File: config.mk
export PLATFORM = sky130hd
export DESIGN_NAME = sphere_closest_hit_scan
export DESIGN_NICKNAME = d
export VERILOG_FILES = /design/src/rtl/sphere_closest_hit_scan.sv
export SDC_FILE = /design/constraint.sdc
export NUM_CORES = 1
export LEC_CHECK = 0
export ABC_CLOCK_PERIOD_IN_PS = 6200
export CAP_MARGIN = 10
export CORE_AREA = 2 2 187 189
export DETAILED_ROUTE_END_ITERATION = 8
export DIE_AREA = 0 0 189 191
export PLACE_DENSITY_LB_ADDON = 0.12
export SYNTH_ARGS = -nofsm -noshare
export SYNTH_HDL_FRONTEND = slang
export SYNTH_SLANG_ARGS = --single-unit
export TNS_END_PERCENT = 20
File: constraint.sdc
create_clock -name clk -period 6.2 [get_ports clk]
set_clock_uncertainty 0.05 [all_clocks]
set_input_delay 0.62 -clock clk [delete_from_list [all_inputs] [get_ports clk]]
set_output_delay 0.62 -clock clk [all_outputs]
set_load 0.05 [all_outputs]
File: src/rtl/sphere_closest_hit_scan.sv
// rtl/sphere_closest_hit_scan.sv - sequential closest-hit scan over the sphere table, one index per cycle
module sphere_closest_hit_scan #(
    parameter int              NUM_SPHERES = 8,
    parameter int              PI_W        = 8,
    parameter int              T_W         = 32,
    parameter int              RAY_W       = 192,
    parameter logic [T_W-1:0]  T_MIN       = 32'h0000_028F,
    parameter logic [T_W-1:0]  T_MAX       = 32'h7FFF_FFFF
) (
    input  logic              clk,
    input  logic              resetn,
    input  logic              in_valid,
    output logic              in_ready,
    input  logic [RAY_W-1:0]  in_ray,
    output logic [RAY_W-1:0]  ray_q,
    output logic [PI_W-1:0]   sph_index,
    input  logic              sph_hit,
    input  logic [T_W-1:0]    sph_t,
    input  logic [1:0]        sph_st,
    output logic              out_valid,
    input  logic              out_ready,
    output logic              out_hit,
    output logic [T_W-1:0]    out_t,
    output logic [PI_W-1:0]   out_pi,
    output logic [1:0]        out_st,
    output logic              busy
);

    typedef enum logic [1:0] {
        IDLE = 2'd0,
        SCAN = 2'd1,
        DONE = 2'd2
    } state_t;

    localparam logic [PI_W-1:0] LAST_IDX = PI_W'(NUM_SPHERES - 1);

    state_t           state;
    state_t           next_state;
    logic             best_hit;
    logic [T_W-1:0]   best_t;
    logic [PI_W-1:0]  best_pi;
    logic [1:0]       best_st;
    logic             take;
    logic             last;

    // Strict less-than keeps the lower index on ties; the epsilon floor rejects zero/negative t.
    assign take = sph_hit
                  && ($signed(sph_t) > $signed(T_MIN))
                  && ($signed(sph_t) < $signed(best_t));
    assign last = (sph_index == LAST_IDX);

    always_ff @(posedge clk) begin
        if (!resetn) begin
            state <= IDLE;
        end else begin
            state <= next_state;
        end
    end

    always_comb begin
        next_state = state;
        in_ready   = 1'b0;
        out_valid  = 1'b0;
        busy       = 1'b0;
        case (state)
            IDLE: begin
                in_ready = 1'b1;
                if (in_valid) begin
                    next_state = SCAN;
                end
            end
            SCAN: begin
                busy = 1'b1;
                if (last) begin
                    next_state = DONE;
                end
            end
            DONE: begin
                busy      = 1'b1;
                out_valid = 1'b1;
                if (out_ready) begin
                    next_state = IDLE;
                end
            end
            default: next_state = IDLE;
        endcase
    end

    always_ff @(posedge clk) begin
        if (!resetn) begin
            ray_q     <= '0;
            sph_index <= '0;
            best_hit  <= 1'b0;
            best_t    <= T_MAX;
            best_pi   <= '0;
            best_st   <= '0;
        end else begin
            case (state)
                IDLE: begin
                    if (in_valid) begin
                        ray_q     <= in_ray;
                        sph_index <= '0;
                        best_hit  <= 1'b0;
                        best_t    <= T_MAX;
                        best_pi   <= '0;
                        best_st   <= '0;
                    end
                end
                SCAN: begin
                    if (take) begin
                        best_hit <= 1'b1;
                        best_t   <= sph_t;
                        best_pi  <= sph_index;
                        best_st  <= sph_st;
                    end
                    if (!last) begin
                        sph_index <= sph_index + PI_W'(1);
                    end
                end
                DONE: begin
                    if (out_ready) begin
                        sph_index <= '0;
                    end
                end
                default: ;
            endcase
        end
    end

    assign out_hit = best_hit;
    assign out_t   = best_t;
    assign out_pi  = best_pi;
    assign out_st  = best_st;

endmodule

==> results_dict.tcl <==
set metrics [dict create \
    drt_first_iter_violations 359 \
    synth_nets 1405 \
    die_area_mm2 0.0361 \
    critPathLaunchType "input port" \
    period_share_pct 47.3 \
    synth.avg_cell_area_um2 8.61 \
    ys_types 42 \
    rr_startpoint "out_t[17]$_SDFFE_PN1P_" \
    hold_viol_final 0 \
    use_met2_pct 31.1 \
    hold_depth 2 \
    fmax_mhz 341 \
    antenna_found_initial 3 \
    area_delta_synth_final_pct 62.6 \
    rsz0062_at_grt "false" \
    die_w_um 189 \
    gp_congestion 0.812 \
    hold_end "out_st[1]$_SDFFE_PN0P_" \
    overflow 0 \
    endpoint_kind "flop" \
    h-tree-depth 1 \
    ir_drop_uv 193 \
    fin_crit_ns 2.93 \
    core_area_mm2 0.0341 \
    clock_latency_ns 0.54 \
    path_buf_inv 2 \
    yosysSeqAreaShare_pct 50.1 \
    hold_slack_ns 0.398 \
    r2r_setup_slack_ns 3.42 \
    grt_use_met3_pct 6.19 \
    yosys_warnings 0 \
    io_buffers 476 \
    dr.pass1.iters 4 \
    cp_max_fo 42 \
    clkTransAtPathRegs_ns 0.06 \
    crit_chain "clkdlybuf4s50_1 > ha_1 > a21o_1 > a221o_1 > a2bb2oi_1 > nand4b_1 > a211oi_2 > or3_1 > buf_4 > o22a_1" \
    status "finished clean" \
    hp-start "out_st[1]$_SDFFE_PN0P_" \
    maxCapViolations 0 \
    wire_per_inst_um 16.4 \
    cp.required_ns 6.63 \
    final_max_slew_viol_count 0 \
    path_class "input port to flop" \
    grtUsageTotal_pct 17.8 \
    cts_setup_buffers 0 \
    dp_hpwl_mm 24.0 \
    mostFrequentLayoutCell "clkdlybuf4s50_1" \
    ant_nets 0 \
    ctsResizeCount 0 \
    viasPerCell 4.41 \
    grt.busiest_layer "met2" \
    drive_gt1_share_pct 4.43 \
    chipHeight_um 191 \
    final_cell_mix "475 x clkdlybuf4s50_1, 397 x nand2_1, 245 x dfxtp_1" \
    setup_tns_ns 0 \
    ios 477 \
    cts_hold_buffers 0 \
    r2r-end "out_t[9]$_SDFFE_PN1P_" \
    grt_first_pass_wirelength_mm 51.1 \
    leakage_nw 6.16 \
    worst_pin_slew_ns 0.994 \
    route.detailed.drc 0 \
    setup_viol 0 \
    cts_tree "yes" \
    power_density_mw_per_mm2 287 \
    max_slew_margin_pct 33.7 \
    nets 1845 \
    core.rowCount 68 \
    initial_core_util_pct 28.7 \
    crit_slowest_cell "clkdlybuf4s50_1" \
    hp-class "flop to flop" \
    cts-buffers-inserted 29 \
    critical-path-top-delay-family "compound AO/OA/AOI/OAI gates" \
    clkSinkCount 245 \
    synth_area_mm2 0.00979 \
    vias 9087 \
    root_buffer "clkbuf_16" \
    grt_use_met1_pct 21.2 \
    fin_util_pct 46.7 \
    crit_arrival_ns 3.36 \
    ff2ff_path_depth 10 \
    grt_max_degree 178 \
    synth-seq-cells 245 \
    clock_path_buffers 3 \
    placed_area_mm2 0.0149 \
    crit_path_max_incr_delay_ns 0.46 \
    grt_pass1_vias 8814 \
    synth_cells 1138 \
    final_design_area_no_fill_mm2 0.0159 \
    wl_mm 33.9 \
]
==> kinds of logic (layout without fill, tap and decap cells) <==
group	after synthesis	in the layout	synth area share, %
XOR/XNOR	7	7	0.626
buffers and inverters	130	593	5.34
AND/OR/NAND/NOR	446	446	18.0
AO/OA/AOI/OAI	272	272	21.2
multiplexers	2	2	0.204
flip-flops	245	245	50.1
adder cells (fa/ha/maj)	36	36	4.60
other	0	4	0
==> metrics by stage <==
step	setup WS (ns)	cells	total power (W)
5_1_grt	3.11	2057	0.00478
2_1_floorplan	3.43	1138	0.00237
6_report	3.27	2060	0.00457
4_1_cts	3.31	2056	0.00466
3_3_place_gp	2.76	2002	0.00282
3_5_place_dp	2.75	2002	0.00282
==> power by group <==
group	switching [W]	total, W	leakage [nW]	internal [W]
Clock	0.000671	0.00179	0.512	0.00112
Sequential	0.0000506	0.00173	2.01	0.00168
Combinational	0.000660	0.00105	3.64	0.000388
==> cells in the mapped netlist <==
master	number	area (um2)
mux2i_1	2	20.0
or3_1	1	6.26
and4_1	2	17.5
o211ai_1	1	7.51
o22ai_2	9	113
nand2b_1	2	12.5
a21boi_0	193	1450
o21ai_0	9	45.0
nand4b_1	1	8.76
xnor2_1	7	61.3
a2bb2oi_1	1	8.76
or4_1	1	7.51
a41oi_1	1	8.76
nor4_1	5	31.3
nand4_1	5	31.3
inv_1	56	210
nor2b_1	3	18.8
o21a_1	1	7.51
buf_6	4	45.0
o21ai_1	2	10.0
o22ai_1	1	6.26
buf_1	4	15.0
a21oi_1	14	70.1
o31ai_1	1	7.51
o22a_1	31	272
buf_2	4	20.0
nand4_2	1	12.5
a211oi_1	3	22.5
a221o_1	1	10.0
o31a_1	1	8.76
nor2_1	20	75.1
clkbuf_1	62	233
nor3_1	2	10.0
a211oi_2	1	12.5
a21o_1	1	7.51
dfxtp_1	245	4900
a211o_1	1	8.76
nand3_1	2	10.0
and2_0	2	12.5
nor4_2	1	12.5
nand2_1	398	1490
ha_1	36	450
==> layout make-up <==
cell class                      count  area (um2)
Antenna cell                        4        10.0
Clock buffer                       46         910
Clock inverter                      8         119
Fill cell                        3328       18200
Inverter                           56         210
Multi-Input combinational cell    763        4380
Sequential cell                   245        4900
Tap cell                          455         569
Timing Repair Buffer              483        4830
==> worst max path at each step <==
stage	end	from	cells after the start	slack, ns
after global routing	out_pi[0]$_SDFFE_PN0P_	sph_t[17]	10	3.11
after detailed placement	out_st[1]$_SDFFE_PN0P_	sph_t[17]	10	2.75
after global placement	out_st[1]$_SDFFE_PN0P_	sph_t[17]	10	2.76
after CTS	out_t[8]$_SDFFE_PN1P_	sph_t[17]	10	3.31
final	out_t[9]$_SDFFE_PN1P_	sph_t[17]	10	3.27
after floorplan	out_t[22]$_SDFFE_PN1P_	out_t[31]$_SDFFE_PN0P_	10	3.43
==> layer usage <==
layer	routed length [um]	share of wire [%]
met5	0	0
met4	429	1.3
met2	16500	49
met3	2990	8.8
met1	13900	41
==> worst reg2reg max path: stages, from the launching register on <==
cell and delay, ns:
dfxtp_1 0.38, inv_1 0.06, ha_1 0.29, a21o_1 0.18, a221o_1 0.32, a2bb2oi_1 0.20, nand4b_1 0.14, a211oi_2 0.27
or3_1 0.15, buf_4 0.44, o22a_1 0.25
==> flip-flops by register name, summed over array words and instances, names as in the netlist <==
name and cells:
out_hit 1, out_t 32, out_st 2, state 2
ray_q 192, out_pi 8, sph_index 8
No activity file was read; power rests on OpenSTA's default activity.
